<file path="src/rtl/stream_switch_pkg.sv">
// Shared definitions for the stream-switch splitter register slave:
// register offsets, ID default, AXI response codes and FSM state types.
package stream_switch_pkg;

    localparam logic [11:0] OFF_ID       = 12'h000;
    localparam logic [11:0] OFF_CTRL     = 12'h004;
    localparam logic [11:0] OFF_STATUS   = 12'h008;
    localparam logic [11:0] OFF_CNT_CLR  = 12'h00C;
    localparam logic [11:0] OFF_CNT_BASE = 12'h010;
    localparam logic [11:0] OFF_SCRATCH  = 12'h020;

    localparam logic [31:0] ID_DEFAULT    = 32'h5350_4C54;
    localparam logic [31:0] UNMAPPED_DATA = 32'hDEAD_BEEF;

    localparam logic [1:0] RESP_OKAY   = 2'b00;
    localparam logic [1:0] RESP_SLVERR = 2'b10;

    typedef enum logic [1:0] {
        W_IDLE,
        W_HAVE_A,
        W_HAVE_D,
        W_RESP
    } wstate_t;

    typedef enum logic {
        R_IDLE,
        R_RESP
    } rstate_t;

endpackage

</file>
<file path="src/rtl/stream_switch_stat_counter.sv">
// 32-bit packet counter; a clear wins over an increment, but a coincident
// increment still counts, leaving the counter at 1.
module stream_switch_stat_counter
    import stream_switch_pkg::*;
(
    input  logic        clk,
    input  logic        rst,
    input  logic        inc,
    input  logic        clr,
    output logic [31:0] count
);

    always_ff @(posedge clk) begin
        if (rst) begin
            count <= '0;
        end else if (clr) begin
            count <= inc ? 32'd1 : 32'd0;
        end else if (inc) begin
            count <= count + 32'd1;
        end
    end

endmodule

</file>
<file path="src/rtl/stream_switch_splitter_csr.sv">
// AXI-Lite register slave for the splitter: shadowed CTRL applied at packet boundaries,
// ID/STATUS/SCRATCH, and per-output packet counters when STREAM_SWITCH_SPLITTER_STATS_EN is defined.
module stream_switch_splitter_csr
    import stream_switch_pkg::*;
#(
    parameter int          NUM_PORTS = 2,
    parameter logic [31:0] ID_VALUE  = ID_DEFAULT,
    localparam int         DW        = (NUM_PORTS > 1) ? $clog2(NUM_PORTS) : 1
)(
    input  logic                 aclk,
    input  logic                 areset,
    input  logic                 s_axil_awvalid,
    output logic                 s_axil_awready,
    input  logic [31:0]          s_axil_awaddr,
    input  logic                 s_axil_wvalid,
    output logic                 s_axil_wready,
    input  logic [31:0]          s_axil_wdata,
    output logic                 s_axil_bvalid,
    input  logic                 s_axil_bready,
    output logic [1:0]           s_axil_bresp,
    input  logic                 s_axil_arvalid,
    output logic                 s_axil_arready,
    input  logic [31:0]          s_axil_araddr,
    output logic                 s_axil_rvalid,
    input  logic                 s_axil_rready,
    output logic [31:0]          s_axil_rdata,
    output logic [1:0]           s_axil_rresp,
    input  logic                 dp_idle,
    input  logic [NUM_PORTS-1:0] pkt_done,
    output logic                 splitter_enable,
    output logic [DW-1:0]        splitter_dest
);

    localparam logic [DW:0] DEST_LIMIT = (DW + 1)'(NUM_PORTS);

    wstate_t     wstate;
    rstate_t     rstate;
    logic        aw_hs, w_hs, wr_fire;
    logic [11:2] aw_addr_q;
    logic [31:0] w_data_q;
    logic [11:0] wr_off, rd_off;
    logic [31:0] wr_data;
    logic        wr_is_ctrl, wr_is_clr, wr_is_scratch;
    logic [1:0]  wr_resp;
    logic [DW:0] ctrl;
    logic        pending;
    logic [31:0] scratch;
    logic [31:0] rd_data_c;
    logic [1:0]  rd_resp_c;
    logic        unused_bits;

    function automatic logic [DW-1:0] apply_dest(input logic [DW:0] c);
        if ({1'b0, c[DW:1]} >= DEST_LIMIT) return '0;
        return c[DW:1];
    endfunction

    assign aw_hs   = s_axil_awvalid & s_axil_awready;
    assign w_hs    = s_axil_wvalid & s_axil_wready;
    assign wr_fire = ((wstate == W_IDLE) & aw_hs & w_hs) |
                     ((wstate == W_HAVE_A) & w_hs) |
                     ((wstate == W_HAVE_D) & aw_hs);

    // Whichever half arrived earlier comes from the holding register, the other is live.
    assign wr_off  = (wstate == W_HAVE_A) ? {aw_addr_q, 2'b00} : {s_axil_awaddr[11:2], 2'b00};
    assign wr_data = (wstate == W_HAVE_D) ? w_data_q : s_axil_wdata;

    assign wr_is_ctrl    = (wr_off == OFF_CTRL);
    assign wr_is_clr     = (wr_off == OFF_CNT_CLR);
    assign wr_is_scratch = (wr_off == OFF_SCRATCH);
    assign wr_resp       = (wr_is_ctrl | wr_is_clr | wr_is_scratch) ? RESP_OKAY : RESP_SLVERR;
    assign rd_off        = {s_axil_araddr[11:2], 2'b00};

`ifdef STREAM_SWITCH_SPLITTER_STATS_EN
    logic [31:0]          cnt [NUM_PORTS];
    logic [NUM_PORTS-1:0] clr_vec;

    assign clr_vec = {NUM_PORTS{wr_fire & wr_is_clr}} & wr_data[NUM_PORTS-1:0];

    for (genvar i = 0; i < NUM_PORTS; i++) begin : g_cnt
        stream_switch_stat_counter u_cnt (
            .clk   (aclk),
            .rst   (areset),
            .inc   (pkt_done[i]),
            .clr   (clr_vec[i]),
            .count (cnt[i])
        );
    end

    assign unused_bits = ^{s_axil_awaddr[31:12], s_axil_awaddr[1:0],
                           s_axil_araddr[31:12], s_axil_araddr[1:0]};
`else
    assign unused_bits = ^{s_axil_awaddr[31:12], s_axil_awaddr[1:0],
                           s_axil_araddr[31:12], s_axil_araddr[1:0], pkt_done};
`endif

    always_ff @(posedge aclk) begin
        if (aw_hs) aw_addr_q <= s_axil_awaddr[11:2];
        if (w_hs)  w_data_q  <= s_axil_wdata;
    end

    always_ff @(posedge aclk) begin
        if (areset) begin
            wstate         <= W_IDLE;
            s_axil_awready <= 1'b0;
            s_axil_wready  <= 1'b0;
            s_axil_bvalid  <= 1'b0;
            s_axil_bresp   <= RESP_OKAY;
        end else begin
            case (wstate)
                W_IDLE: begin
                    if (aw_hs && w_hs) begin
                        wstate         <= W_RESP;
                        s_axil_awready <= 1'b0;
                        s_axil_wready  <= 1'b0;
                        s_axil_bvalid  <= 1'b1;
                        s_axil_bresp   <= wr_resp;
                    end else if (aw_hs) begin
                        wstate         <= W_HAVE_A;
                        s_axil_awready <= 1'b0;
                        s_axil_wready  <= 1'b1;
                    end else if (w_hs) begin
                        wstate         <= W_HAVE_D;
                        s_axil_awready <= 1'b1;
                        s_axil_wready  <= 1'b0;
                    end else begin
                        s_axil_awready <= 1'b1;
                        s_axil_wready  <= 1'b1;
                    end
                end
                W_HAVE_A, W_HAVE_D: begin
                    if (wr_fire) begin
                        wstate         <= W_RESP;
                        s_axil_awready <= 1'b0;
                        s_axil_wready  <= 1'b0;
                        s_axil_bvalid  <= 1'b1;
                        s_axil_bresp   <= wr_resp;
                    end
                end
                default: begin
                    if (s_axil_bready) begin
                        wstate         <= W_IDLE;
                        s_axil_bvalid  <= 1'b0;
                        s_axil_awready <= 1'b1;
                        s_axil_wready  <= 1'b1;
                    end
                end
            endcase
        end
    end

    // A CTRL write racing an apply keeps pending so the newer shadow value still lands.
    always_ff @(posedge aclk) begin
        if (areset) begin
            ctrl            <= '0;
            pending         <= 1'b0;
            scratch         <= '0;
            splitter_enable <= 1'b0;
            splitter_dest   <= '0;
        end else begin
            if (pending && dp_idle) begin
                splitter_enable <= ctrl[0];
                splitter_dest   <= apply_dest(ctrl);
            end
            if (wr_fire && wr_is_ctrl) begin
                ctrl    <= wr_data[DW:0];
                pending <= 1'b1;
            end else if (pending && dp_idle) begin
                pending <= 1'b0;
            end
            if (wr_fire && wr_is_scratch) scratch <= wr_data;
        end
    end

    always_comb begin
        rd_data_c = UNMAPPED_DATA;
        rd_resp_c = RESP_SLVERR;
        case (rd_off)
            OFF_ID:      begin rd_data_c = ID_VALUE;          rd_resp_c = RESP_OKAY; end
            OFF_CTRL:    begin rd_data_c = 32'(ctrl);         rd_resp_c = RESP_OKAY; end
            OFF_STATUS:  begin rd_data_c = {31'b0, pending};  rd_resp_c = RESP_OKAY; end
            OFF_CNT_CLR: begin rd_data_c = '0;                rd_resp_c = RESP_OKAY; end
            OFF_SCRATCH: begin rd_data_c = scratch;           rd_resp_c = RESP_OKAY; end
            default: ;
        endcase
        for (int i = 0; i < NUM_PORTS; i++) begin
            if (rd_off == OFF_CNT_BASE + 12'(4 * i)) begin
`ifdef STREAM_SWITCH_SPLITTER_STATS_EN
                rd_data_c = cnt[i];
`else
                rd_data_c = '0;
`endif
                rd_resp_c = RESP_OKAY;
            end
        end
    end

    always_ff @(posedge aclk) begin
        if (areset) begin
            rstate         <= R_IDLE;
            s_axil_arready <= 1'b0;
            s_axil_rvalid  <= 1'b0;
            s_axil_rdata   <= '0;
            s_axil_rresp   <= RESP_OKAY;
        end else begin
            case (rstate)
                R_IDLE: begin
                    if (s_axil_arvalid && s_axil_arready) begin
                        rstate         <= R_RESP;
                        s_axil_arready <= 1'b0;
                        s_axil_rvalid  <= 1'b1;
                        s_axil_rdata   <= rd_data_c;
                        s_axil_rresp   <= rd_resp_c;
                    end else begin
                        s_axil_arready <= 1'b1;
                    end
                end
                default: begin
                    if (s_axil_rready) begin
                        rstate         <= R_IDLE;
                        s_axil_rvalid  <= 1'b0;
                        s_axil_arready <= 1'b1;
                    end
                end
            endcase
        end
    end

endmodule

</file>
<file path="config.mk">
export PLATFORM = sky130hd
export DESIGN_NAME = stream_switch_splitter_csr
export DESIGN_NICKNAME = d
export VERILOG_FILES = /design/src/rtl/stream_switch_pkg.sv /design/src/rtl/stream_switch_stat_counter.sv /design/src/rtl/stream_switch_splitter_csr.sv
export SDC_FILE = /design/constraint.sdc
export NUM_CORES = 1
export LEC_CHECK = 0
export CAP_MARGIN = 5
export CELL_PAD_IN_SITES_DETAIL_PLACEMENT = 0
export CELL_PAD_IN_SITES_GLOBAL_PLACEMENT = 2
export CORE_UTILIZATION = 31
export DETAILED_ROUTE_END_ITERATION = 12
export GPL_ROUTABILITY_DRIVEN = 0
export PLACE_DENSITY_LB_ADDON = 0.1
export RECOVER_POWER = 25
export SLEW_MARGIN = 40
export SYNTH_ARGS = -nofsm -noshare
export SYNTH_HDL_FRONTEND = slang
export SYNTH_SLANG_ARGS = --single-unit
</file>
<file path="constraint.sdc">
create_clock -name aclk -period 5.29 [get_ports aclk]
set_input_delay 1.058 -clock aclk [delete_from_list [all_inputs] [get_ports aclk]]
set_output_delay 1.058 -clock aclk [all_outputs]
set_load 0.03 [all_outputs]
</file>
==> metrics.md, run 1 <==
| Metric | Value |
|---|---|
| Top cells by area, synth | dfxtp_1 (32%), edfxtp_1 (26%), mux2i_1 (7.1%) |
| Dominant cell type by area after synthesis | dfxtp_1 |
| Fin Setup TNS | 0 ns |
| Min Tclk post-route | a little under 4 ns |
| Critical Path Start | areset |
| Fin crit share | around three quarters |
| Max-slew headroom | -114% |
| HP Class | reg -> reg |
| Worst r2r src | s_axil_wready |
| Antenna viol nets, final | 0 |
| EDFF count, synth | between 40 and 50 |
| IO Pins | around 150 |
| XOR/XNOR Fraction of Synth Area | less than 1% |
| Worst-Skew Late Latency | between 0.4 and 0.5 ns |
| Total clock sinks | roughly 120 |
| Clock Tree Root | clkbuf_16 |
| Startpoint Class | primary input |
| Worst EP arrival | about 4.2 ns |
| Core ar. | 15400 sq um |
| Sequential element share of the synthesized area | between 50% and 60% |
| First-pass GRT wire length | 19100 microns |
| Antenna cells | 0 |
| Final Cell Area | 6650 sq um |
| GRT overflow | 0 |
| DR DRC count | 0 |
| Final setup fails | 0 |
| Slew Viols, Final | 70 |
| Register clock-pin slew on the reported worst setup and hold paths | 0.05 ns |
| WL/cell | roughly 15 microns |
| RSZ-0062 raised after global routing | false |
| Outcome | complete, but fails checks |
| Met3 WL | about 580 microns |
| Hold-fix buffers at CTS | 0 |
| Inserted Clock Buffers | 17 |
| Placed inst area | 6090 sq um |
| Top routing layer in use | met4 |
| Post-CTS sizing | 0 |
| Pwr dens | 415 nW/um^2 |
| Failing checks | capacitance limit, slew limit |
| Hold Fails Final Rpt | 0 |
| Initial core utilization | between 30% and 40% |
| Postcts setup bufs | 0 |
| TritonCTS clock tree | done |
| WL final | roughly 12000 microns |
| Post-synthesis simple-gate area fraction | between 10% and 20% |
| Proportion of layout cells with a drive suffix above 1 | ~7.8% |
| Core Rows | 45 |
| Distinct cells, synth | 46 |
| Worst Max-Slew Pin Slew | about 3.2 ns |
| Vias/cell | 4.69 |
| Antenna violations before repair | 0 |
| Leakage power | ~0.0023 uW |
| Hold slack | roughly 0.45 ns |
| VDD IR max | approximately 0.00022 V |
| Critical Path End Type | flip-flop |
| Total power | roughly 2800 uW |
| Post-Synth Adder-Cell Area | just over 1% |
| Largest family of logic cells by synthesized area | compound AO/OA/AOI/OAI gates |
| Fmax | roughly 0.25 GHz |
| Worst setup path class | in -> reg |
| Max cap viols | 1 |
| First-pass DRT Iterations | 4 |
| Number of global-route vias before repair | 3502 |
| Syn_area_per_cell | ~10 sq um |
| Yosys top cell area share | 32.1% |
| YS warnings | 0 |
| Worst EP required | about 5.6 ns |
| Vias | roughly 3800 |
| Post-Syn Instances | between 400 and 500 |
| Final nets | about 690 |
| Layout Skew | roughly 0.0046 ns |
| Mux contribution to synthesized area | roughly 7.6% |
| Gr usage total | approximately 16% |
| IO Port Bufs | 100 |
| Maximum clock path buffer count | 2 |
| Initial drt markers | ~170 |
| Met2 Wirelength | 5030 microns |
| # H-tree levels | 4 |
| DPL Wire Length | 8150 microns |
| Hold path start | s_axil_rdata[19] |
| Overall die area | approximately 16000 sq um |
| Worst-path maximum fanout | between 60 and 70 |
| Mapped cell area | between 4000 and 5000 sq um |
| Wire length on met1 | between 6000 and 7000 microns |
| # fillers | 1513 |
| Die width | around 130 microns |
| Area growth syn-to-layout | 35.0% |
| Share of synthesized registers carrying an async set or reset | 0% |
| Post-synth top flop | dfxtp_1 |
| Post-synthesis compound-gate area fraction | 15.7% |
| Pin count of the biggest net entering global routing | 70 |
| Seq cells post-synth | approximately 120 |
| Die span in y | around 130 microns |
-- per-layer routing --
| layer | track usage (%) | up-vias |
|---|---|---|
| li1 | - | 1925 |
| met1 | 22.2 | 1728 |
| met2 | 21.8 | 98 |
| met3 | 4.59 | 9 |
| met4 | 6.02 | 0 |
| met5 | 0 | - |
-- cells in the final DEF, fill, tap and decap left out, drive strengths merged, types with 2 or more instances in the layout --
master / netlist / final
clkbuf: 22 / 27
dfxtp: 79 / 79
a221oi: 2 / 2
nor2b: 2 / 2
ha: 4 / 4
mux2: 2 / 2
nand3: 10 / 10
nor3: 2 / 2
a211oi: 34 / 34
or2: 3 / 3
edfxtp: 42 / 42
nor4b: 2 / 2
nand2: 48 / 48
or3: 3 / 3
mux2i: 35 / 35
clkdlybuf4s50: 0 / 56
a31oi: 4 / 4
conb: 1 / 2
dlygate4sd3: 0 / 43
clkinv: 0 / 6
buf: 11 / 4
o31ai: 3 / 3
a311oi: 2 / 2
or4: 2 / 2
nor4: 4 / 4
nand2b: 6 / 6
inv: 11 / 12
a21oi: 36 / 36
o21ai: 33 / 33
a22oi: 2 / 2
nor2: 69 / 69
-- kinds of logic after synthesis --
group                    count (synthesis)
XOR/XNOR                                 1
flip-flops                             121
buffers and inverters                   44
multiplexers                            37
adder cells (fa/ha/maj)                  4
AND/OR/NAND/NOR                        155
AO/OA/AOI/OAI                          123
other                                    1
-- worst max-delay path, cell delays in order --
cell	delay, ns
clkbuf_1	0.14
clkbuf_1	2.28
or3_1	0.54
o21ai_0	0.16
-- synthesized netlist by cell type (3+ instances only) --
master    number
nand3_1       10
nand2b_1       6
a31oi_1        4
or3_1          3
o21ai_0       28
buf_1          3
ha_1           4
o31ai_1        3
a211oi_1      34
dfxtp_1       79
mux2i_1       35
buf_4          3
buf_2          5
inv_1         10
or2_2          3
nand2_1       48
nor4_1         4
edfxtp_1      42
nor2_1        69
clkbuf_1      22
o21ai_1        5
a21oi_1       36
-- final cells by class --
type / instances / area, sq um / area share [%]
inverter: 11 / 41.3 / 0.621
clock buffer: 25 / 528 / 7.94
tap: 211 / 264 / 3.97
multi-input combinational: 322 / 1910 / 28.7
timing repair buffer: 105 / 1030 / 15.5
sequential: 121 / 2840 / 42.7
clock inverter: 7 / 36.3 / 0.546
-- final timing paths --
path	endpoint	slack, ns	cells after the start
max reg2reg	s_axil_bresp[1]	2.66	7
max	s_axil_rdata[30]	1.35	4
min reg2reg	s_axil_rdata[19]	0.45	2
min	s_axil_rdata[19]	0.45	2
-- stage by stage --
stage	worst slack (ns)	instances	util, %
floorplan	2.07	487	-
global placement	1.61	770	39.6
detailed placement	1.59	770	39.6
CTS	2.02	802	43.3
global route	1.04	802	43.3
finish	1.35	802	43.3
-- registers in the layout, indices dropped and copies added (netlist names) --
name             flops
wstate               2
scratch             32
s_axil_rdata        32
s_axil_rvalid        1
s_axil_arready       1
rstate               1
s_axil_bvalid        1
w_data_q            32
splitter_dest        1
splitter_enable      1
pending              1
s_axil_wready        1
ctrl                 2
aw_addr_q           10
s_axil_rresp         1
s_axil_awready       1
s_axil_bresp         1
-- power by group --
group / internal (uW) / total [uW] / switching (uW)
sequential: 1060 / 1100 / 34.4
combinational: 239 / 577 / 338
clock: 687 / 1090 / 401
No activity file was read; power rests on OpenSTA's default activity.
==> inputs of run 2 (changes only) <==
Settings changed: CORE_UTILIZATION 31 to 28.
Clock period 5.29 ns to 3.72 ns, I/O delays scaled along.
==> metrics.md, run 2 (same netlist as run 1, synthesis figures left out) <==
| Metric | Value |
|---|---|
| Outcome | finished clean (was complete, but fails checks) |
| VDD IR max | 0.000322 V (was 0.000217 V) |
| Fin Setup TNS | 0 ns (unchanged) |
| WL final | 12100 microns (was 11900 microns) |
| Leakage power | 0.00237 uW (was 0.00231 uW) |
| Core ar. | 17200 sq um (was 15400 sq um) |
| Vias | 3750 (was 3760) |
| WL/cell | 14.8 microns (was 14.9 microns) |
| Critical Path End Type | flip-flop (unchanged) |
| Total clock sinks | 121 (unchanged) |
| DPL Wire Length | 8640 microns (was 8150 microns) |
| Post-CTS sizing | 0 (unchanged) |
| Worst-Skew Late Latency | 0.42 ns (was 0.41 ns) |
| Commonest non-fill, non-tap cell in the layout | dfxtp_1 (unchanged) |
| Postcts setup bufs | 0 (unchanged) |
| Peak per-stage delay on the critical path | 0.55 ns (was 2.28 ns) |
| Wire length on met1 | 6220 microns (was 6190 microns) |
| Clock Tree Root | clkbuf_16 (unchanged) |
| IO Pins | 149 (unchanged) |
| Initial drt markers | 187 (was 173) |
| Final setup fails | 0 (unchanged) |
| Gr usage total | 14.4% (was 15.5%) |
| Worst-path maximum fanout | 13 (was 69) |
| Hold depth | 2 (unchanged) |
| Worst Max-Slew Pin Slew | 0.578 ns (was 3.22 ns) |
| Inserted Clock Buffers | 17 (unchanged) |
| Final nets | 692 (was 688) |
| Number of global-route vias before repair | 3503 (was 3502) |
| Reg power frac | 37.3% (was 39.7%) |
| Initial core utilization | 28.6% (was 32.0%) |
| Overall die area | 18100 sq um (was 16400 sq um) |
| Maximum clock path buffer count | 2 (unchanged) |
| TritonCTS clock tree | done (unchanged) |
| Vias/cell | 4.57 (was 4.69) |
| Area growth syn-to-layout | 38.3% (was 35.0%) |
| Reg2reg path depth | 8 (was 7) |
| IO Port Bufs | 100 (unchanged) |
| Met3 WL | 499 microns (was 576 microns) |
| Slowest cell on crit path | or4_4 (was clkbuf_1) |
| Hold-fix buffers at CTS | 0 (unchanged) |
| Clock Power Share | 43.0% (was 39.4%) |
| Slew Viols, Final | 0 (was 70) |
| Antenna violations before repair | 0 (unchanged) |
| Pwr dens | 614 nW/um^2 (was 415 nW/um^2) |
| Antenna cells | 0 (unchanged) |
| Register clock-pin slew on the reported worst setup and hold paths | 0.06 ns (was 0.05 ns) |
| Worst EP required | 4.06 ns (was 5.56 ns) |
| # fillers | 1713 (was 1513) |
| Max-slew headroom | 61.3% (was -114%) |
| Int Pwr | 3060 uW (was 1990 uW) |
| First-pass DRT Iterations | 4 (unchanged) |
| RSZ-0062 raised after global routing | false (unchanged) |
| Worst EP arrival | 3.05 ns (was 4.21 ns) |
| Hold Fails Final Rpt | 0 (unchanged) |
| Die width | 135 microns (was 128 microns) |
| Die span in y | 135 microns (was 128 microns) |
| Startpoint Class | primary input (unchanged) |
| First-pass GRT wire length | 19400 microns (was 19100 microns) |
| Fmax | 0.369 GHz |
| DR DRC count | 0 (unchanged) |
| Worst setup path class | in -> reg (unchanged) |
| Min Tclk post-route | roughly 2.7 ns |
| Met2 Wirelength | 5190 microns (was 5030 microns) |
| Crit-path cells | clkdlybuf4s50_1 > or4_4 > or3_1 > nor3_4 > nand3_1 > a31oi_1 (was clkbuf_1 > clkbuf_1 > or3_1 > o21ai_0) |
| Top routing layer in use | met4 (unchanged) |
| Gate power share | 19.7% (was 20.9%) |
| Core Rows | 48 (was 45) |
| Proportion of layout cells with a drive suffix above 1 | 9.08% (was 7.78%) |
| Fin crit share | between 70% and 80% |
| Biggest regs | s_axil_rdata (32), scratch (32), w_data_q (32) (unchanged) |
| P_sw | 1120 uW (was 774 uW) |
| GRT overflow | 0 (unchanged) |
| # H-tree levels | 4 (unchanged) |
| Pin count of the biggest net entering global routing | 65 (was 70) |
| HP Class | reg -> reg (unchanged) |
| Most frequent cells in the layout | dfxtp_1 (79), nor2_1 (69), clkdlybuf4s50_1 (55) (was dfxtp_1 (79), nor2_1 (68), clkdlybuf4s50_1 (56)) |
| Antenna viol nets, final | 0 (unchanged) |
| Sw Ratio | 26.8% (was 28.0%) |
| Layout Skew | 0.00747 ns (was 0.00460 ns) |
| Final Core Density | 39.5% (was 43.3%) |
| Max cap viols | 0 (was 1) |
## run 2: cell types whose count changed in the layout (fill, tap and decap cells not counted)
| cell | change |
|---|---|
| buf_4 | +5 |
| clkbuf_1 | -5 |
| bufinv_16 | +3 |
| clkinv_2 | -2 |
| clkinvlp_4 | +2 |
| buf_12 | +1 |
| clkbuf_16 | +1 |
| clkbuf_8 | -1 |
| clkdlybuf4s50_1 | -1 |
| dlygate4sd3_1 | +1 |
| nor2_1 | +1 |
| nor2_2 | -1 |
## run 2: final cells by class
class	instances	area [sq um]	area share, %
repair buffers	109	1080	15.8
well taps	225	282	4.13
multi-input cells	322	1910	28.0
clock inverters	10	131	1.93
flip-flops and latches	121	2840	41.7
clock buffers	22	528	7.75
inverters	11	41.3	0.606
## run 2: power groups by stage
stage / combinational (uW) / sequential [uW] / clock, uW
after floorplan: 476 / 1660 / 0
after global placement: 843 / 1590 / 0
after detailed placement: 845 / 1590 / 0
after CTS: 848 / 1560 / 1840
after global routing: 914 / 1580 / 1910
final: 823 / 1560 / 1800
## run 2: metal layers
metal / GRT usage (%) / vias to the layer above
met5: 0 / -
met4: 5.81 / 0
met3: 4.24 / 15
met2: 20.4 / 79
met1: 20.2 / 1717
li1: - / 1939
## run 2: final timing paths
path,startpoint,to,slack (ns)
hold / removal,s_axil_rdata[22],s_axil_rdata[22],0.45
setup / recovery,s_axil_araddr[7],s_axil_rdata[26],1.01
setup reg to reg,wstate[1],scratch[16],1.37
hold reg to reg,s_axil_rdata[22],s_axil_rdata[22],0.45
## run 2: critical path: cells and delay by family
family / cells / cell delay, ns
compound gates: 1 / 0.19
simple gates: 4 / 1.72
buf+inv: 1 / 0.40
## run 2: through the flow
step | hold slack (ns) | area [sq um] | worst slack (ns) | power (uW) | instances
after floorplan | 0.443 | 4930 | 0.813 | 2140 | 487
after global placement | 0.439 | 6150 | 0.561 | 2430 | 788
after detailed placement | 0.441 | 6150 | 0.543 | 2430 | 788
after CTS | 0.449 | 6810 | 0.978 | 4250 | 820
after global routing | 0.468 | 6810 | 0.878 | 4400 | 820
final | 0.446 | 6810 | 1.01 | 4180 | 820
==> inputs of run 3 (changes only) <==
Settings changed: CORE_UTILIZATION 28 to 26.
Clock period 3.72 ns to 2.2 ns, I/O delays scaled along.
==> metrics.md, run 3 (same netlist as run 1, synthesis figures left out) <==
| Metric | Value |
|---|---|
| Outcome | finished clean (unchanged) |
| Overall die area | 19500 sq um (was 18100 sq um) |
| Gr usage total | 14.2% (was 14.4%) |
| Die span in y | 140 microns (was 135 microns) |
| Reg2reg path depth | 10 (was 8) |
| Crit-path most repeated cell | or4_4 |
| Antenna cells | 0 (unchanged) |
| RSZ-0062 raised after global routing | false (unchanged) |
| Fmax | 0.468 GHz |
| Startpoint Class | primary input (unchanged) |
| WL final | 13300 microns (was 12100 microns) |
| Total clock sinks | 121 (unchanged) |
| Max-slew headroom | 55.3% (was 61.3%) |
| VDD IR max | 0.000628 V (was 0.000322 V) |
| DP Worst Slack | -0.438 ns (was 0.543 ns) |
| Commonest non-fill, non-tap cell in the layout | dfxtp_1 (unchanged) |
| Reg power frac | 38.1% (was 37.3%) |
| IO Pins | 149 (unchanged) |
| Biggest regs | s_axil_rdata (32), scratch (32), w_data_q (32) (unchanged) |
| Critical R2R Capture | scratch[23] (was scratch[16]) |
| Final setup margin | 0.0642 ns (was 1.01 ns) |
| Core Rows | 49 (was 48) |
| Initial drt markers | 180 (was 187) |
| Crit path max-delay family | simple AND/OR/NAND/NOR gates (unchanged) |
| Int Pwr | 5020 uW (was 3060 uW) |
| Vias | 3872 (was 3750) |
| Critical Path End Type | flip-flop (unchanged) |
| Final nets | 726 (was 692) |
| Worst-path maximum fanout | 5 (was 13) |
| Worst reg2reg setup slack | 0.15 ns (was 1.37 ns) |
| Antenna violations before repair | 0 (unchanged) |
| Most frequent cells in the layout | dfxtp_1 (77), nor2_1 (68), clkdlybuf4s50_1 (60) (was dfxtp_1 (79), nor2_1 (69), clkdlybuf4s50_1 (55)) |
| Worst EP arrival | 2.47 ns (was 3.05 ns) |
| Leakage power | 0.00251 uW (was 0.00237 uW) |
| Area growth syn-to-layout | 45.0% (was 38.3%) |
| Pwr dens | 973 nW/um^2 (was 614 nW/um^2) |
| Hold-fix buffers at CTS | 0 (unchanged) |
| Final setup fails | 0 (unchanged) |
| Clock Power Share | 39.0% (was 43.0%) |
| Slew Viols, Final | 0 (unchanged) |
| Initial core utilization | 27.0% (was 28.6%) |
| Worst r2r src | wstate[1] (unchanged) |
| Min Tclk post-route | ~2.1 ns |
| Worst EP required | 2.54 ns (was 4.06 ns) |
| Sw Ratio | 27.8% (was 26.8%) |
| Setup crit end | s_axil_rdata[4] (was s_axil_rdata[26]) |
| DR DRC count | 0 (unchanged) |
| Fin crit share | 97.1% |
| Critical Path Start | s_axil_araddr[7] (unchanged) |
| Proportion of layout cells with a drive suffix above 1 | 15.9% (was 9.08%) |
| Pin count of the biggest net entering global routing | 49 (was 65) |
| Slowest cell on crit path | or4_4 (unchanged) |
| Worst path depth | 5 (was 6) |
| TritonCTS clock tree | done (unchanged) |
| Vias/cell | 4.51 (was 4.57) |
| Clock Tree Root | clkbuf_16 (unchanged) |
| Die width | 140 microns (was 135 microns) |
| Max cap viols | 0 (unchanged) |
| Number of global-route vias before repair | 3854 (was 3503) |
| CP Buf/Inv Count | 1 (unchanged) |
| Worst setup path class | in -> reg (unchanged) |
| First-pass DRT Iterations | 4 (unchanged) |
| Worst Max-Slew Pin Slew | 0.670 ns (was 0.578 ns) |
| GRT overflow | 0 (unchanged) |
| Layout Skew | 0.00762 ns (was 0.00747 ns) |
| Gate power share | 22.8% (was 19.7%) |
| First-pass GRT wire length | 21100 microns (was 19400 microns) |
| # H-tree levels | 4 (unchanged) |
| Antenna viol nets, final | 0 (unchanged) |
| IO Port Bufs | 100 (unchanged) |
| Core ar. | 18300 sq um (was 17200 sq um) |
| DPL Wire Length | 9280 microns (was 8640 microns) |
| Worst-Skew Late Latency | 0.41 ns (was 0.42 ns) |
| Inserted Clock Buffers | 17 (unchanged) |
| WL/cell | 15.5 microns (was 14.8 microns) |
| Peak per-stage delay on the critical path | 0.55 ns (about the same) |
| Register clock-pin slew on the reported worst setup and hold paths | 0.05 ns (was 0.06 ns) |
| P_sw | 1930 uW (was 1120 uW) |
| Maximum clock path buffer count | 2 (unchanged) |
| Hold Fails Final Rpt | 0 (unchanged) |
| HP Class | reg -> reg (unchanged) |
| Crit-path cells | clkdlybuf4s50_1 > or4_4 > or3_4 > or4_4 > o21ai_1 (was clkdlybuf4s50_1 > or4_4 > or3_1 > nor3_4 > nand3_1 > a31oi_1) |
| Fin Setup TNS | 0 ns (unchanged) |
run 3: per-stage QoR:
step / cell area (sq um) / hold slack, ns / cells / util (%) / total power [uW]
2_1_floorplan: 4940 / 0.443 / 487 / - / 3630
3_3_place_gp: 6380 / 0.443 / 819 / 34.9 / 4260
3_5_place_dp: 6390 / 0.449 / 819 / 35.0 / 4270
4_1_cts: 7070 / 0.457 / 856 / 38.7 / 7010
5_1_grt: 7140 / 0.481 / 858 / 39.1 / 7310
6_report: 7140 / 0.453 / 858 / 39.1 / 6950
run 3: final cells by class:
cell class / count / area (sq um)
clock buffers: 26 / 522
clock inverters: 6 / 58.8
fillers: 1839 / 11100
inverters: 11 / 42.5
multi-input cells: 322 / 2000
flip-flops and latches: 121 / 2850
well taps: 229 / 287
repair buffers: 143 / 1390
run 3: worst register-to-register path, delay by kind of cell, from the launching register on:
kind | cells | cell delay [ns]
buffers and inverters | 4 | 0.46
AO/OA/AOI/OAI | 3 | 0.59
AND/OR/NAND/NOR | 2 | 0.39
adder cells (fa/ha/maj) | 1 | 0.19
flip-flops | 1 | 0.33
run 3: power groups by stage:
stage | clock, uW | combinational, uW | sequential, uW
global route | 2890 | 1750 | 2670
finish | 2710 | 1590 | 2650
global placement | 0 | 1570 | 2680
floorplan | 0 | 819 | 2810
detailed placement | 0 | 1580 | 2680
CTS | 2780 | 1590 | 2640
run 3: layer usage:
metal	vias up	routed length, microns	GRT usage, %
met3	9	476	3.44
met1	1777	6760	19.5
met4	0	154	5.38
met5	-	0	0
li1	2004	-	-
met2	82	5940	21.6
run 3: worst min path at each step:
stage	from	to	slack (ns)	cells after the start
final	s_axil_rresp[1]	s_axil_rresp[1]	0.45	2
after global routing	s_axil_rresp[1]	s_axil_rresp[1]	0.48	2
after CTS	s_axil_rdata[7]	s_axil_rdata[7]	0.46	2
after detailed placement	s_axil_rdata[7]	s_axil_rdata[7]	0.45	2
after global placement	s_axil_rdata[20]	s_axil_rdata[20]	0.44	2
after floorplan	rstate	s_axil_rvalid	0.44	1
run 3: repair_timing:
item                                   CTS  global route
resized for setup                        5            14
endpoints found under the hold margin    0             0
cloned                                   2             0
buffers inserted                         3             2
pin swaps                                1             3
setup endpoints to repair               30            44
